==> config.mk <==
export PLATFORM = sky130hd
export DESIGN_NAME = adder_share_arbiter
export DESIGN_NICKNAME = d
export VERILOG_FILES = /design/src/rtl/adder_arb_pkg.sv /design/src/rtl/full_adder_2b.sv /design/src/rtl/rr_arbiter.sv /design/src/rtl/adder_share_arbiter.sv
export SDC_FILE = /design/constraint.sdc
export NUM_CORES = 1
export LEC_CHECK = 0
export ABC_AREA = 1
export ABC_CLOCK_PERIOD_IN_PS = 4550
export CORE_ASPECT_RATIO = 1.75
export CORE_MARGIN = 2
export CORE_UTILIZATION = 45
export DETAILED_ROUTE_END_ITERATION = 16
export PLACE_DENSITY_LB_ADDON = 0.08
export SETUP_SLACK_MARGIN = 0.3
export SYNTH_ARGS = -nofsm -noshare
export SYNTH_HDL_FRONTEND = slang
export SYNTH_HIERARCHICAL = 1
export SYNTH_SLANG_ARGS = --single-unit
==> constraint.sdc <==
create_clock -name clk -period 4.55 [get_ports clk]
set_input_delay 0.455 -clock clk [delete_from_list [all_inputs] [get_ports clk]]
set_output_delay 0.455 -clock clk [all_outputs]
set_load 0.01 [all_outputs]
==> src/rtl/adder_arb_pkg.sv <==
// Shared types and helpers for the shared-adder arbiter slice.
package adder_arb_pkg;

  typedef enum logic [1:0] {
    ST_IDLE    = 2'd0,
    ST_COMPUTE = 2'd1,
    ST_RESP    = 2'd2
  } state_t;

  // Ceiling log2 with a floor of 1, so a 2-requester id is still 1 bit wide.
  function automatic int unsigned clog2(input int unsigned v);
    int unsigned w;
    w = 1;
    for (int unsigned i = 1; i < 31; i++) begin
      if ((32'd1 << i) < v) w = i + 1;
    end
    return w;
  endfunction

endpackage

==> src/rtl/full_adder_2b.sv <==
// N-bit ripple-carry adder built from a chain of single-bit full adders.
module full_adder_2b #(
  parameter int unsigned N = 2
) (
  input  logic [N-1:0] a,
  input  logic [N-1:0] b,
  input  logic         cin,
  output logic [N-1:0] sum,
  output logic         cout
);

  logic c;

  // Ripple the carry from bit 0 upward.
  always_comb begin
    sum = '0;
    c   = cin;
    for (int unsigned i = 0; i < N; i++) begin
      sum[i] = a[i] ^ b[i] ^ c;
      c      = (a[i] & b[i]) | (c & (a[i] ^ b[i]));
    end
    cout = c;
  end

endmodule

==> src/rtl/rr_arbiter.sv <==
// Combinational round-robin arbiter: first asserted request at or after ptr wins.
module rr_arbiter
  import adder_arb_pkg::*;
#(
  parameter  int unsigned R   = 4,
  localparam int unsigned IDW = clog2(R)
) (
  input  logic [R-1:0]   req,
  input  logic [IDW-1:0] ptr,
  input  logic           en,
  output logic [R-1:0]   gnt,
  output logic [IDW-1:0] gnt_idx
);

  logic        found;
  int unsigned idx;

  // Scan ptr, ptr+1, ... modulo R and grant the first valid requester.
  always_comb begin
    gnt     = '0;
    gnt_idx = '0;
    found   = 1'b0;
    idx     = 0;
    for (int unsigned off = 0; off < R; off++) begin
      idx = (32'(ptr) + off) % R;
      if (en && !found && req[idx]) begin
        found        = 1'b1;
        gnt[idx]     = 1'b1;
        gnt_idx      = IDW'(idx);
      end
    end
  end

endmodule

==> src/rtl/adder_share_arbiter.sv <==
// One ripple adder shared by R requesters under round-robin arbitration;
// one add in flight, result held with its requester id until accepted.
module adder_share_arbiter
  import adder_arb_pkg::*;
#(
  parameter  int unsigned N   = 2,
  parameter  int unsigned R   = 4,
  localparam int unsigned IDW = clog2(R)
) (
  input  logic           clk,
  input  logic           rst_n,
  input  logic [R-1:0]   req_valid,
  output logic [R-1:0]   req_ready,
  input  logic [R*N-1:0] req_a,
  input  logic [R*N-1:0] req_b,
  output logic           rsp_valid,
  input  logic           rsp_ready,
  output logic [N-1:0]   rsp_sum,
  output logic           rsp_carry,
  output logic [IDW-1:0] rsp_id
);

  state_t         state, state_next;
  logic [IDW-1:0] rr_ptr;
  logic [N-1:0]   op_a, op_b;
  logic [IDW-1:0] op_id;
  logic [R-1:0]   gnt;
  logic [IDW-1:0] gnt_idx;
  logic           arb_en;
  logic           grant;
  logic [N-1:0]   add_sum;
  logic           add_cout;

  // Gating with rst_n keeps req_ready low while reset is held, even with
  // requests pending, so every output reads zero during reset.
  assign arb_en    = (state == ST_IDLE) && rst_n;
  assign grant     = |gnt;
  assign req_ready = gnt;

  rr_arbiter #(.R(R)) u_arb (
    .req     (req_valid),
    .ptr     (rr_ptr),
    .en      (arb_en),
    .gnt     (gnt),
    .gnt_idx (gnt_idx)
  );

  full_adder_2b #(.N(N)) u_add (
    .a    (op_a),
    .b    (op_b),
    .cin  (1'b0),
    .sum  (add_sum),
    .cout (add_cout)
  );

  // State register.
  always_ff @(posedge clk or negedge rst_n) begin
    if (!rst_n) state <= ST_IDLE;
    else        state <= state_next;
  end

  // Next-state logic: IDLE -> COMPUTE -> RESP -> IDLE.
  always_comb begin
    state_next = state;
    unique case (state)
      ST_IDLE:    if (grant) state_next = ST_COMPUTE;
      ST_COMPUTE: state_next = ST_RESP;
      ST_RESP:    if (rsp_ready) state_next = ST_IDLE;
      default:    state_next = ST_IDLE;
    endcase
  end

  // Operand capture, pointer advance and result registers.
  always_ff @(posedge clk or negedge rst_n) begin
    if (!rst_n) begin
      rr_ptr    <= '0;
      op_a      <= '0;
      op_b      <= '0;
      op_id     <= '0;
      rsp_valid <= 1'b0;
      rsp_sum   <= '0;
      rsp_carry <= 1'b0;
      rsp_id    <= '0;
    end else begin
      unique case (state)
        ST_IDLE: begin
          if (grant) begin
            op_a   <= req_a[32'(gnt_idx)*N +: N];
            op_b   <= req_b[32'(gnt_idx)*N +: N];
            op_id  <= gnt_idx;
            rr_ptr <= (32'(gnt_idx) == R - 1) ? '0 : gnt_idx + 1'b1;
          end
        end
        ST_COMPUTE: begin
          rsp_sum   <= add_sum;
          rsp_carry <= add_cout;
          rsp_id    <= op_id;
          rsp_valid <= 1'b1;
        end
        ST_RESP: begin
          if (rsp_ready) rsp_valid <= 1'b0;
        end
        default: ;
      endcase
    end
  end

endmodule

==> implementation parameters, run 1 <==
Parameter                              Value

Clocking
  TritonCTS clock tree    yes
  Clk_lat worst skew    approximately 0.24 ns
  CTS-repair resized insts    0
  Clock sinks    16
  Post-CTS Setup Bufs    0
  CTS Root Buffer Type    sky130_fd_sc_hd__clkbuf_8
  Clock buffer count from CTS    3
  Hold buffer count at cts    0
  H-tree depth reported by CTS    1
  Clock slew at the register clock pins of the worst setup and hold paths    around 0.060 ns
  Buffer levels on the longest clock path    2

Timing
  Final Hold Viols    0
  Tcrit/Tclk final    between 70 and 80%
  Setup ws final    1.107 ns
  Shortest period the worst path allows    ~3.4 ns
  Final worst hold slack    0.4751 ns
  RSZ-0062 raised after global routing    no
  Maximum operating frequency    about 290 MHz
  Final clock skew    roughly 0.0027 ns
  Final setup violation count    0
  Final count of pins violating max slew    0
  Sum of negative setup slack    0 ns

Global routing
  Number of antenna violations at the first check in global routing    0
  Grt total ovfl    0
  First-pass GRT wire length    ~5400 microns
  Number of global-route vias before repair    about 1400
  Overall fraction of global-route tracks in use    between 15 and 20%
  Largest net degree at the start of global routing    18

Place
  Routability congestion estimate from global placement    0.7705
  Cell area reported after detailed placement    around 1800 sq um
  Count of buffers inserted at the top-level ports    32
  Detailed Place HPWL    2596 microns
  Placement Setup Slack    1.337 ns
  Number of placed instances with taps included    roughly 290

Logic synthesis
  Largest cells by area after synthesis    sky130_fd_sc_hd__dfrtp_1 28%, sky130_fd_sc_hd__nand2_1 21%, sky130_fd_sc_hd__nand3_1 11%
  Number of synthesized register bits    16
  Proportion of synthesized chip area in sequential cells    between 20 and 30%
  Post-synth top cells    81 x sky130_fd_sc_hd__nand2_1, 38 x sky130_fd_sc_hd__inv_1, 33 x sky130_fd_sc_hd__nand3_1
  Post-Synthesis Net Count    248
  Count of unique library cells instantiated by Yosys    22
  Most common flop cell mapped by yosys    sky130_fd_sc_hd__dfrtp_1
  Async set-reset flop share out of synthesis    100.0%
  Post-synthesis cell area    ~1400 sq um
  Number of enable flip-flop cells after synthesis    0
  Cells after Synth    ~210
  Portion of synthesized cell area occupied by the leading cell type    27.78%
  Avg Cell Area, Syn    approximately 6.7 sq um
  Post-synth top area cell    sky130_fd_sc_hd__dfrtp_1
  Top-count cell post-synth    sky130_fd_sc_hd__nand2_1
  Count of synthesis-stage warnings from yosys    6

Drt
  Total number of vias    around 1400
  Average vias per placed instance    roughly 4.8
  Remaining antenna violation count after routing    0
  Routed wire length per instance    about 11 microns
  DRC marker count from the first detailed-route iteration    24
  DRC violation count after routing    0
  Detailed-route wire length    between 3000 and 4000 microns
  Number of detailed-route iterations in the first pass    4

Floorplan
  Row count    27
  Die Area    between 3000 and 4000 sq um
  Chip height    78.87 microns
  Starting utilization of the core area    between 40% and 50%
  Die boundary width    approximately 47 microns
  IO Count    33
  Std-Cell Core Area    3108 sq um

Worst setup path
  Type of the setup path with the least slack    flop to output pin
  Nature of the critical path endpoint    output pin
  Crit Path Max Fanout    12
  Data arrival time at the worst-slack endpoint    ~3.0 ns
  Startpoint types    flop
  Data required time at the worst endpoint    ~4 ns

Run
  Number of max-capacitance violations reported    0

Final layout
  Ant diodes    0
  Finished Layout Cells    roughly 290
  Post-synthesis to final-layout area growth    28.39%
  Final cell utilization of the core    59.54%
  Area of all placed cells without fillers    1851 sq um
  Nets    approximately 280
  Ratio of cells with drive above 1 in the final layout    approximately a tenth

Power
  Static Leakage    1.001 nW
  Peak supply drop    between 0.3 and 0.4 mV
  Cell Pwr Density    ~630 nW/um^2
  Overall Power    1.171 mW

Min path
  HP Class    flop to flop

Outcome
  Status    finished clean
## metal layers
| layer | global-route usage, % | vias up | wire length, microns |
|---|---|---|---|
| met2 | 37.81 | 18 | 1894 |
| li1 | - | 721 | - |
| met1 | 20.67 | 646 | 1166 |
| met4 | 4.444 | 0 | 29 |
| met5 | 0 | - | 0 |
| met3 | 1.364 | 4 | 46 |
## layout make-up
type / count / area (sq um)
fill: 342 / 1257
inverter: 42 / 162.7
sequential: 16 / 400.4
timing repair buffer: 33 / 327.8
multi-input combinational: 153 / 850.8
clock buffer: 4 / 55.05
tap: 43 / 53.80
## cells by family (layout without fill, tap and decap cells)
| family | count (synthesis) | count (layout) | synth area share (%) |
|---|---|---|---|
| AO/OA/AOI/OAI | 3 | 3 | 1.823 |
| adder cells (fa/ha/maj) | 11 | 11 | 10.59 |
| buffers and inverters | 45 | 79 | 13.19 |
| flip-flops | 16 | 16 | 27.78 |
| other | 1 | 1 | 0.2602 |
| AND/OR/NAND/NOR | 138 | 138 | 46.35 |
## flip-flops by register name (all words and copies together), names as in the netlist
register	count
rsp_sum	2
op_id	2
rsp_id	2
op_b	2
rr_ptr	2
rsp_carry	1
state	2
rsp_valid	1
op_a	2
## cells in the final DEF, fill, tap and decap left out, drive strengths merged
| cell | count |
|---|---|
| nand3 | 36 |
| buf | 1 |
| o21ai | 2 |
| dfrtp | 16 |
| conb | 1 |
| clkdlybuf4s50 | 32 |
| and2 | 1 |
| a21oi | 1 |
| nand2 | 87 |
| clkbuf | 4 |
| nor2 | 8 |
| nand3b | 1 |
| ha | 9 |
| inv | 42 |
| fa | 2 |
| nand4 | 5 |
## worst max-delay path: stages, from the launching register on
cell	delay [ns]
sky130_fd_sc_hd__dfrtp_1	0.60
sky130_fd_sc_hd__inv_2	0.20
sky130_fd_sc_hd__ha_1	0.39
sky130_fd_sc_hd__inv_1	0.12
sky130_fd_sc_hd__nand3_2	0.15
sky130_fd_sc_hd__nand2_1	0.11
sky130_fd_sc_hd__inv_2	0.04
sky130_fd_sc_hd__nor2_4	0.24
sky130_fd_sc_hd__nand3_1	0.13
sky130_fd_sc_hd__nand3_1	0.19
sky130_fd_sc_hd__clkdlybuf4s50_1	0.57
## path summary, 6_finish.rpt
check / depth (start not counted) / slack [ns] / to / start
max: 10 / 1.11 / req_ready[2] / rr_ptr[0]$_DFFE_PN0P_
min: 2 / 0.48 / op_id[1]$_DFFE_PN0P_ / op_id[1]$_DFFE_PN0P_
max reg2reg: 15 / 1.54 / op_b[1]$_DFFE_PN0P_ / rr_ptr[0]$_DFFE_PN0P_
min reg2reg: 2 / 0.48 / op_id[1]$_DFFE_PN0P_ / op_id[1]$_DFFE_PN0P_
max in group asynchronous: 2 / 3.84 / op_a[0]$_DFFE_PN0P_ / rst_n
min in group asynchronous: 2 / 0.52 / rsp_sum[0]$_DFFE_PN0P_ / rst_n
## power breakdown
part           internal [mW]  total, mW  switching [mW]  leakage, nW
combinational          0.292      0.776           0.485        0.769
clock                 0.0766      0.122          0.0458       0.0288
sequential             0.209      0.272          0.0629        0.204
Power figures use the tool's default switching activity.
==> run 2: changes to the inputs <==
- ABC_CLOCK_PERIOD_IN_PS: 4550 -> 3480
- clock period: 4.55 -> 3.48 ns (I/O delays scaled with it)
==> run 2 against run 1 <==
Flip-flop and latch count stayed put. Combinational power is 38% higher. Critical path type unchanged. Clock-buffer cell count is 1 lower. Critical endpoint is now req_ready[3]. Die area stayed put. First-iteration DRC count is 8.3% lower. Core utilization is 0.97 points higher.
==> implementation parameters, run 2 (synthesized netlist as in run 1, its figures left out) <==
Parameter                              Value

Global routing
  First-pass GRT wire length    5568 microns (was 5416 microns)
  Overall fraction of global-route tracks in use    20.04% (was 19.37%)
  Largest net degree at the start of global routing    17 (was 18)
  Grt total ovfl    0 (unchanged)
  Number of antenna violations at the first check in global routing    0 (unchanged)
  Number of global-route vias before repair    1392 (was 1350)

Drt
  Routed wire length per instance    11.04 microns (was 10.78 microns)
  Average vias per placed instance    4.719 (was 4.773)
  Detailed-route wire length    3257 microns (was 3138 microns)
  Total number of vias    1392 (was 1389)
  DRC violation count after routing    0 (unchanged)
  DRC marker count from the first detailed-route iteration    22 (was 24)
  Remaining antenna violation count after routing    0 (unchanged)
  Number of detailed-route iterations in the first pass    5 (was 4)

Clocking
  Clock sinks    16 (unchanged)
  Hold buffer count at cts    0 (unchanged)
  Buffer levels on the longest clock path    2 (unchanged)
  CTS Root Buffer Type    sky130_fd_sc_hd__clkbuf_8 (unchanged)
  Clk_lat worst skew    0.25 ns (was 0.24 ns)
  Clock slew at the register clock pins of the worst setup and hold paths    0.06 ns (about the same)
  TritonCTS clock tree    yes (unchanged)
  Clock buffer count from CTS    3 (unchanged)
  H-tree depth reported by CTS    1 (unchanged)

Floorplan
  IO Count    33 (unchanged)
  Row count    27 (unchanged)
  Starting utilization of the core area    46.38% (unchanged)
  Die Area    3690 sq um (unchanged)
  Std-Cell Core Area    3108 sq um (unchanged)
  Die boundary width    46.78 microns (unchanged)
  Chip height    78.87 microns (unchanged)

Worst setup path
  Bufs and invs on worst path    4 (unchanged)
  Data required time at the worst endpoint    3.13 ns (was 4.09 ns)
  Sequence of cells on the critical path    inv_2, ha_1, inv_1, nand3_2, nand2_1, inv_2, nor2_4, nand3_1, nand3_1, clkdlybuf4s50_1 (unchanged)
  Startpoint types    flop (unchanged)
  Type of the setup path with the least slack    flop to output pin (unchanged)
  Slowest stage delay, CP    0.56 ns (was 0.60 ns)
  Nature of the critical path endpoint    output pin (unchanged)
  CP max-delay cell    sky130_fd_sc_hd__clkdlybuf4s50_1 (was sky130_fd_sc_hd__dfrtp_1)
  Crit Path Max Fanout    12 (unchanged)
  Cell family with the largest share of critical-path delay    buffers and inverters (unchanged)
  Data arrival time at the worst-slack endpoint    2.64 ns (was 2.99 ns)

Timing
  Final worst hold slack    0.4457 ns (was 0.4751 ns)
  Setup ws final    0.4912 ns (was 1.107 ns)
  Tcrit/Tclk final    a little under nine tenths
  Sum of negative setup slack    0 ns (unchanged)
  Final setup violation count    0 (unchanged)
  Maximum operating frequency    between 300 and 400 MHz
  Final Hold Viols    0 (unchanged)
  Shortest period the worst path allows    2.989 ns
  RSZ-0062 raised after global routing    no (unchanged)
  Final clock skew    0.002005 ns (was 0.002696 ns)
  Final count of pins violating max slew    0 (unchanged)

Final layout
  Post-synthesis to final-layout area growth    30.47% (was 28.39%)
  Most common cell after layout, fill and taps aside    sky130_fd_sc_hd__nand2_1 (unchanged)
  Final cell utilization of the core    60.51% (was 59.54%)
  Most used cells in the layout excluding fill and tap cells    81 x sky130_fd_sc_hd__nand2_1, 37 x sky130_fd_sc_hd__inv_1, 33 x sky130_fd_sc_hd__nand3_1, 32 x sky130_fd_sc_hd__clkdlybuf4s50_1, 14 x sky130_fd_sc_hd__dfrtp_1 (was 81 x sky130_fd_sc_hd__nand2_1, 38 x sky130_fd_sc_hd__inv_1, 33 x sky130_fd_sc_hd__nand3_1, 32 x sky130_fd_sc_hd__clkdlybuf4s50_1, 16 x sky130_fd_sc_hd__dfrtp_1)
  Ant diodes    0 (unchanged)
  Ratio of cells with drive above 1 in the final layout    12.30% (was 9.677%)
  Nets    288 (was 283)

Place
  Placement Setup Slack    0.5630 ns (was 1.337 ns)
  Count of buffers inserted at the top-level ports    32 (unchanged)
  Routability congestion estimate from global placement    0.9381 (was 0.7705)
  Detailed Place HPWL    2692 microns (was 2596 microns)

Power
  Peak supply drop    0.5729 mV (was 0.3629 mV)
  Static Leakage    1.013 nW (was 1.001 nW)
  Cell Pwr Density    827.7 nW/um^2 (was 632.8 nW/um^2)

Run
  Number of max-capacitance violations reported    0 (unchanged)

Outcome
  Status    finished clean (unchanged)

Min path
  HP Class    primary input to asynchronous set/reset pin (was flop to flop)
==> run 2: cell types whose count changed in the layout (fill, tap and decap cells not counted) <==
cell / delta
sky130_fd_sc_hd__dfrtp_2: +2
sky130_fd_sc_hd__dfrtp_1: -2
sky130_fd_sc_hd__clkbuf_8: -1
sky130_fd_sc_hd__clkinvlp_4: +1
sky130_fd_sc_hd__inv_1: -1
sky130_fd_sc_hd__buf_4: +5
==> run 2: what timing repair did <==
action / in CTS / in global routing
endpoints found under the hold margin: 0 / 0
buffers inserted: 0 / 4
resized for setup: 1 / 2
pin swaps: 0 / 1
endpoints found under the setup margin: 3 / 4
==> run 2: where the power goes <==
part / leakage, nW / internal, mW / switching (mW)
Sequential: 0.202 / 0.276 / 0.0760
Combinational: 0.790 / 0.414 / 0.655
Clock: 0.0216 / 0.0767 / 0.0589
Total: 1.01 / 0.766 / 0.790
==> run 2: final timing paths <==
check	startpoint	slack, ns	cells after the start	end
max	rr_ptr[0]$_DFFE_PN0P_	0.49	10	req_ready[3]
min	rst_n	0.45	2	state[0]$_DFFE_PN0P_
max reg2reg	rr_ptr[0]$_DFFE_PN0P_	0.87	16	op_b[1]$_DFFE_PN0P_
min reg2reg	rsp_id[1]$_DFFE_PN0P_	0.47	2	rsp_id[1]$_DFFE_PN0P_
max in group asynchronous	rst_n	2.84	2	rr_ptr[1]$_DFFE_PN0P_
min in group clk	rsp_id[1]$_DFFE_PN0P_	0.47	2	rsp_id[1]$_DFFE_PN0P_
==> run 2: layer usage <==
layer	global-route usage [%]	vias to the layer above	share of wire, %
met5	0	-	0
met4	7.778	0	3.3
met3	2.273	11	1.2
met2	37.40	18	58
met1	20.99	634	38
li1	-	729	-
==> run 2: worst register-to-register path, stage by stage (launching register included) <==
cell and delay, ns:
sky130_fd_sc_hd__dfrtp_2 0.48, sky130_fd_sc_hd__inv_2 0.15, sky130_fd_sc_hd__ha_1 0.37, sky130_fd_sc_hd__inv_1 0.12, sky130_fd_sc_hd__nand3_2 0.14, sky130_fd_sc_hd__nand2_1 0.10
sky130_fd_sc_hd__inv_2 0.04, sky130_fd_sc_hd__nor2_4 0.17, sky130_fd_sc_hd__buf_4 0.17, sky130_fd_sc_hd__nand3_1 0.06, sky130_fd_sc_hd__nand3_1 0.20, sky130_fd_sc_hd__buf_4 0.20
sky130_fd_sc_hd__nand2_1 0.06, sky130_fd_sc_hd__nand3_1 0.08, sky130_fd_sc_hd__nand2_1 0.07, sky130_fd_sc_hd__nand2_1 0.06, sky130_fd_sc_hd__nand2_1 0.04
==> run 2: layout make-up <==
cell class / count / area [sq um]
Inverter: 42 / 166.4
Multi-Input combinational cell: 153 / 850.8
Tap cell: 43 / 53.80
Fill cell: 319 / 1227
Clock buffer: 3 / 41.29
Sequential cell: 16 / 402.9
Timing Repair Buffer: 38 / 365.4
==> run 2: stage by stage <==
step	total power [mW]	cells	instance area, sq um
floorplan	1.107	214	1441
global placement	1.401	288	1803
detailed placement	1.403	288	1803
CTS	1.545	291	1846
global route	1.708	295	1881
finish	1.557	295	1881
==> run 3: changes to the inputs <==
--- a/config.mk
+++ b/config.mk
@@ -11,3 +11,3 @@
 export CORE_MARGIN = 2
-export CORE_UTILIZATION = 45
+export CORE_UTILIZATION = 50
 export DETAILED_ROUTE_END_ITERATION = 16
==> constraint.sdc (replaced) <==
create_clock -name clk -period 3.48 [get_ports clk]
set_input_delay 0.522 -clock clk [delete_from_list [all_inputs] [get_ports clk]]
set_output_delay 0.522 -clock clk [all_outputs]
set_load 0.01 [all_outputs]
==> run 3 against run 2 <==
Register-to-register slack lost 0.06 ns. Sequential power shrank 6.5%. Final area shrank 0.27%. Critical path depth is the same. Cell count shrank 4.7%. Flip-flop and latch count is the same. First-iteration DRC count grew 18%. Wire length grew 0.25%. Clock power shrank 4%. Core utilization grew 8.4 points. Critical endpoint is now req_ready[0]. Largest cell class unchanged. Largest power group unchanged.
==> implementation parameters, run 3 (synthesized netlist as in run 1, its figures left out) <==
Parameter                              Value

Floorplan
  Starting utilization of the core area    52.97% (was 46.38%)
  Die Area    3345 sq um (was 3690 sq um)
  Chip height    75.03 microns (was 78.87 microns)
  IO Count    33 (unchanged)
  Row count    25 (was 27)
  Std-Cell Core Area    2721 sq um (was 3108 sq um)
  Die boundary width    44.59 microns (was 46.78 microns)

Drt
  DRC violation count after routing    0 (unchanged)
  Detailed-route wire length    3265 microns (was 3257 microns)
  Average vias per placed instance    5.121 (was 4.719)
  Total number of vias    1439 (was 1392)
  Routed wire length per instance    11.62 microns (was 11.04 microns)
  DRC marker count from the first detailed-route iteration    26 (was 22)
  Remaining antenna violation count after routing    0 (unchanged)
  Number of detailed-route iterations in the first pass    4 (was 5)

Worst setup path
  Data required time at the worst endpoint    2.96 ns (was 3.13 ns)
  Worst r2r path cells    16 (unchanged)
  CP max-delay cell    sky130_fd_sc_hd__clkdlybuf4s50_1 (unchanged)
  Cell count along the critical path    10 (unchanged)
  Slowest stage delay, CP    0.56 ns (about the same)
  Nature of the critical path endpoint    output pin (unchanged)
  Type of the setup path with the least slack    flop to output pin (unchanged)
  End of the critical path    req_ready[0] (was req_ready[3])
  Bufs and invs on worst path    4 (unchanged)
  Startpoint types    flop (unchanged)
  CP startpoint    rr_ptr[1]$_DFFE_PN0P_ (was rr_ptr[0]$_DFFE_PN0P_)
  Sequence of cells on the critical path    inv_1, ha_1, inv_1, nand3_2, nand2_1, inv_2, nor2_4, nand3_1, nand3_1, clkdlybuf4s50_1 (was inv_2, ha_1, inv_1, nand3_2, nand2_1, inv_2, nor2_4, nand3_1, nand3_1, clkdlybuf4s50_1)
  Cell family with the largest share of critical-path delay    buffers and inverters (unchanged)
  Flop2flop setup slack    0.81 ns (was 0.87 ns)
  Crit Path Max Fanout    10 (was 12)
  Worst flop-to-flop path startpoint    rr_ptr[1]$_DFFE_PN0P_ (was rr_ptr[0]$_DFFE_PN0P_)
  Data arrival time at the worst-slack endpoint    2.52 ns (was 2.64 ns)
  Crit Reg-Reg Endpoint    op_b[1]$_DFFE_PN0P_ (unchanged)

Timing
  Final clock skew    0.002351 ns (was 0.002005 ns)
  Final setup violation count    0 (unchanged)
  Maximum operating frequency    328.4 MHz (was 334.6 MHz)
  Shortest period the worst path allows    3.045 ns (was 2.989 ns)
  RSZ-0062 raised after global routing    no (unchanged)
  Final Hold Viols    0 (unchanged)
  Tcrit/Tclk final    87.50% (was 85.88%)
  Sum of negative setup slack    0 ns (unchanged)
  Final count of pins violating max slew    0 (unchanged)
  Final worst hold slack    0.4722 ns (was 0.4457 ns)

Clocking
  Clock slew at the register clock pins of the worst setup and hold paths    0.06 ns (about the same)
  Clock sinks    16 (unchanged)
  TritonCTS clock tree    yes (unchanged)
  Clk_lat worst skew    0.24 ns (was 0.25 ns)
  Clock buffer count from CTS    3 (unchanged)
  Buffer levels on the longest clock path    2 (unchanged)
  H-tree depth reported by CTS    1 (unchanged)
  Hold buffer count at cts    0 (unchanged)
  CTS Root Buffer Type    sky130_fd_sc_hd__clkbuf_8 (unchanged)

Run
  Number of max-capacitance violations reported    0 (unchanged)

Global routing
  First-pass GRT wire length    5499 microns (was 5568 microns)
  Grt total ovfl    0 (unchanged)
  Number of antenna violations at the first check in global routing    0 (unchanged)
  Largest net degree at the start of global routing    17 (unchanged)
  Number of global-route vias before repair    1375 (was 1392)
  Overall fraction of global-route tracks in use    21.88% (was 20.04%)

Final layout
  Finished Layout Cells    281 (was 295)
  Nets    290 (was 288)
  Area of the multi-input gates    855.8 sq um (was 850.8 sq um)
  Ant diodes    0 (unchanged)
  Sequential cell area    401.6 sq um (was 402.9 sq um)
  Final cell utilization of the core    68.92% (was 60.51%)
  Layout fillers    252 (was 319)
  Most common cell after layout, fill and taps aside    sky130_fd_sc_hd__nand2_1 (unchanged)
  Ratio of cells with drive above 1 in the final layout    12.99% (was 12.30%)
  Post-synthesis to final-layout area growth    30.12% (was 30.47%)
  Most used cells in the layout excluding fill and tap cells    81 x sky130_fd_sc_hd__nand2_1, 38 x sky130_fd_sc_hd__inv_1, 33 x sky130_fd_sc_hd__nand3_1, 32 x sky130_fd_sc_hd__clkdlybuf4s50_1, 15 x sky130_fd_sc_hd__dfrtp_1 (was 81 x sky130_fd_sc_hd__nand2_1, 37 x sky130_fd_sc_hd__inv_1, 33 x sky130_fd_sc_hd__nand3_1, 32 x sky130_fd_sc_hd__clkdlybuf4s50_1, 14 x sky130_fd_sc_hd__dfrtp_1)

Place
  Routability congestion estimate from global placement    0.9010 (was 0.9381)
  Detailed Place HPWL    2655 microns (was 2692 microns)
  Number of placed instances with taps included    274 (was 288)
  Count of buffers inserted at the top-level ports    32 (unchanged)

Min path
  HP Class    flop to flop (was primary input to asynchronous set/reset pin)

Power
  Cell Pwr Density    837.9 nW/um^2 (was 827.7 nW/um^2)
  Peak supply drop    0.4659 mV (was 0.5729 mV)
  Static Leakage    1.027 nW (was 1.013 nW)

Outcome
  Status    finished clean (unchanged)
run 3: changes by cell type in the layout (fill, tap and decap cells not counted):
cell | previous run | this run
sky130_fd_sc_hd__nor2_1 | 3 | 1
sky130_fd_sc_hd__clkinvlp_4 | 1 | 0
sky130_fd_sc_hd__dfrtp_2 | 2 | 1
sky130_fd_sc_hd__inv_1 | 37 | 38
sky130_fd_sc_hd__nor2_2 | 0 | 2
sky130_fd_sc_hd__buf_4 | 6 | 8
sky130_fd_sc_hd__dfrtp_1 | 14 | 15
run 3: power breakdown:
| part | switching [mW] | leakage [nW] | internal [mW] |
|---|---|---|---|
| clock network | 0.0545 | 0.0216 | 0.0765 |
| logic | 0.688 | 0.803 | 0.424 |
| registers | 0.0538 | 0.203 | 0.275 |
run 3: layout make-up:
class | count | area share (%)
multi-input cells | 153 | 45.63
flip-flops and latches | 16 | 21.41
repair buffers | 40 | 20.28
inverters | 42 | 8.672
clock buffers | 3 | 2.201
well taps | 27 | 1.801
run 3: worst reg2reg max path: stages, from the launching register on:
cell and delay (ns):
sky130_fd_sc_hd__dfrtp_2 0.39, sky130_fd_sc_hd__inv_1 0.06, sky130_fd_sc_hd__ha_1 0.32, sky130_fd_sc_hd__inv_1 0.12
sky130_fd_sc_hd__nand3_2 0.15, sky130_fd_sc_hd__nand2_1 0.11, sky130_fd_sc_hd__inv_2 0.05, sky130_fd_sc_hd__nor2_4 0.21
sky130_fd_sc_hd__buf_4 0.17, sky130_fd_sc_hd__nand3_1 0.06, sky130_fd_sc_hd__nand3_1 0.36, sky130_fd_sc_hd__inv_1 0.23
sky130_fd_sc_hd__nand2_1 0.11, sky130_fd_sc_hd__nand3_1 0.07, sky130_fd_sc_hd__nand2_1 0.08, sky130_fd_sc_hd__nand2_1 0.06
sky130_fd_sc_hd__nand2_1 0.06
run 3: per-stage QoR:
step,worst slack [ns],instance area (sq um),power (mW)
finish,0.4351,1876,1.572
global route,0.2990,1876,1.722
CTS,0.3183,1841,1.559
detailed placement,0.3827,1798,1.422
global placement,0.4209,1798,1.406
floorplan,1.079,1441,1.107
run 3: what timing repair did:
action,in CTS,in global routing
gates resized for setup,1,2
endpoints found under the setup margin,4,4
setup buffers,0,4
pin swaps,0,1
run 3: layer usage:
metal	global-route usage, %	wire (microns)	vias to the layer above
met1	22.51	1215	678
li1	-	-	734
met3	2.158	68	6
met2	43.32	1925	21
met4	7.744	57	0
met5	0	0	-
run 3: worst min-delay path by stage:
| stage | start | end | slack [ns] | cells past startpoint |
|---|---|---|---|---|
| finish | rsp_sum[1]$_DFFE_PN0P_ | rsp_sum[1]$_DFFE_PN0P_ | 0.47 | 2 |
| floorplan | rst_n | op_a[0]$_DFFE_PN0P_ | 0.23 | 0 |
| CTS | rsp_sum[1]$_DFFE_PN0P_ | rsp_sum[1]$_DFFE_PN0P_ | 0.47 | 2 |
| detailed placement | rsp_sum[1]$_DFFE_PN0P_ | rsp_sum[1]$_DFFE_PN0P_ | 0.46 | 2 |
| global route | rsp_sum[1]$_DFFE_PN0P_ | rsp_sum[1]$_DFFE_PN0P_ | 0.49 | 2 |
| global placement | rsp_sum[1]$_DFFE_PN0P_ | rsp_sum[1]$_DFFE_PN0P_ | 0.46 | 2 |
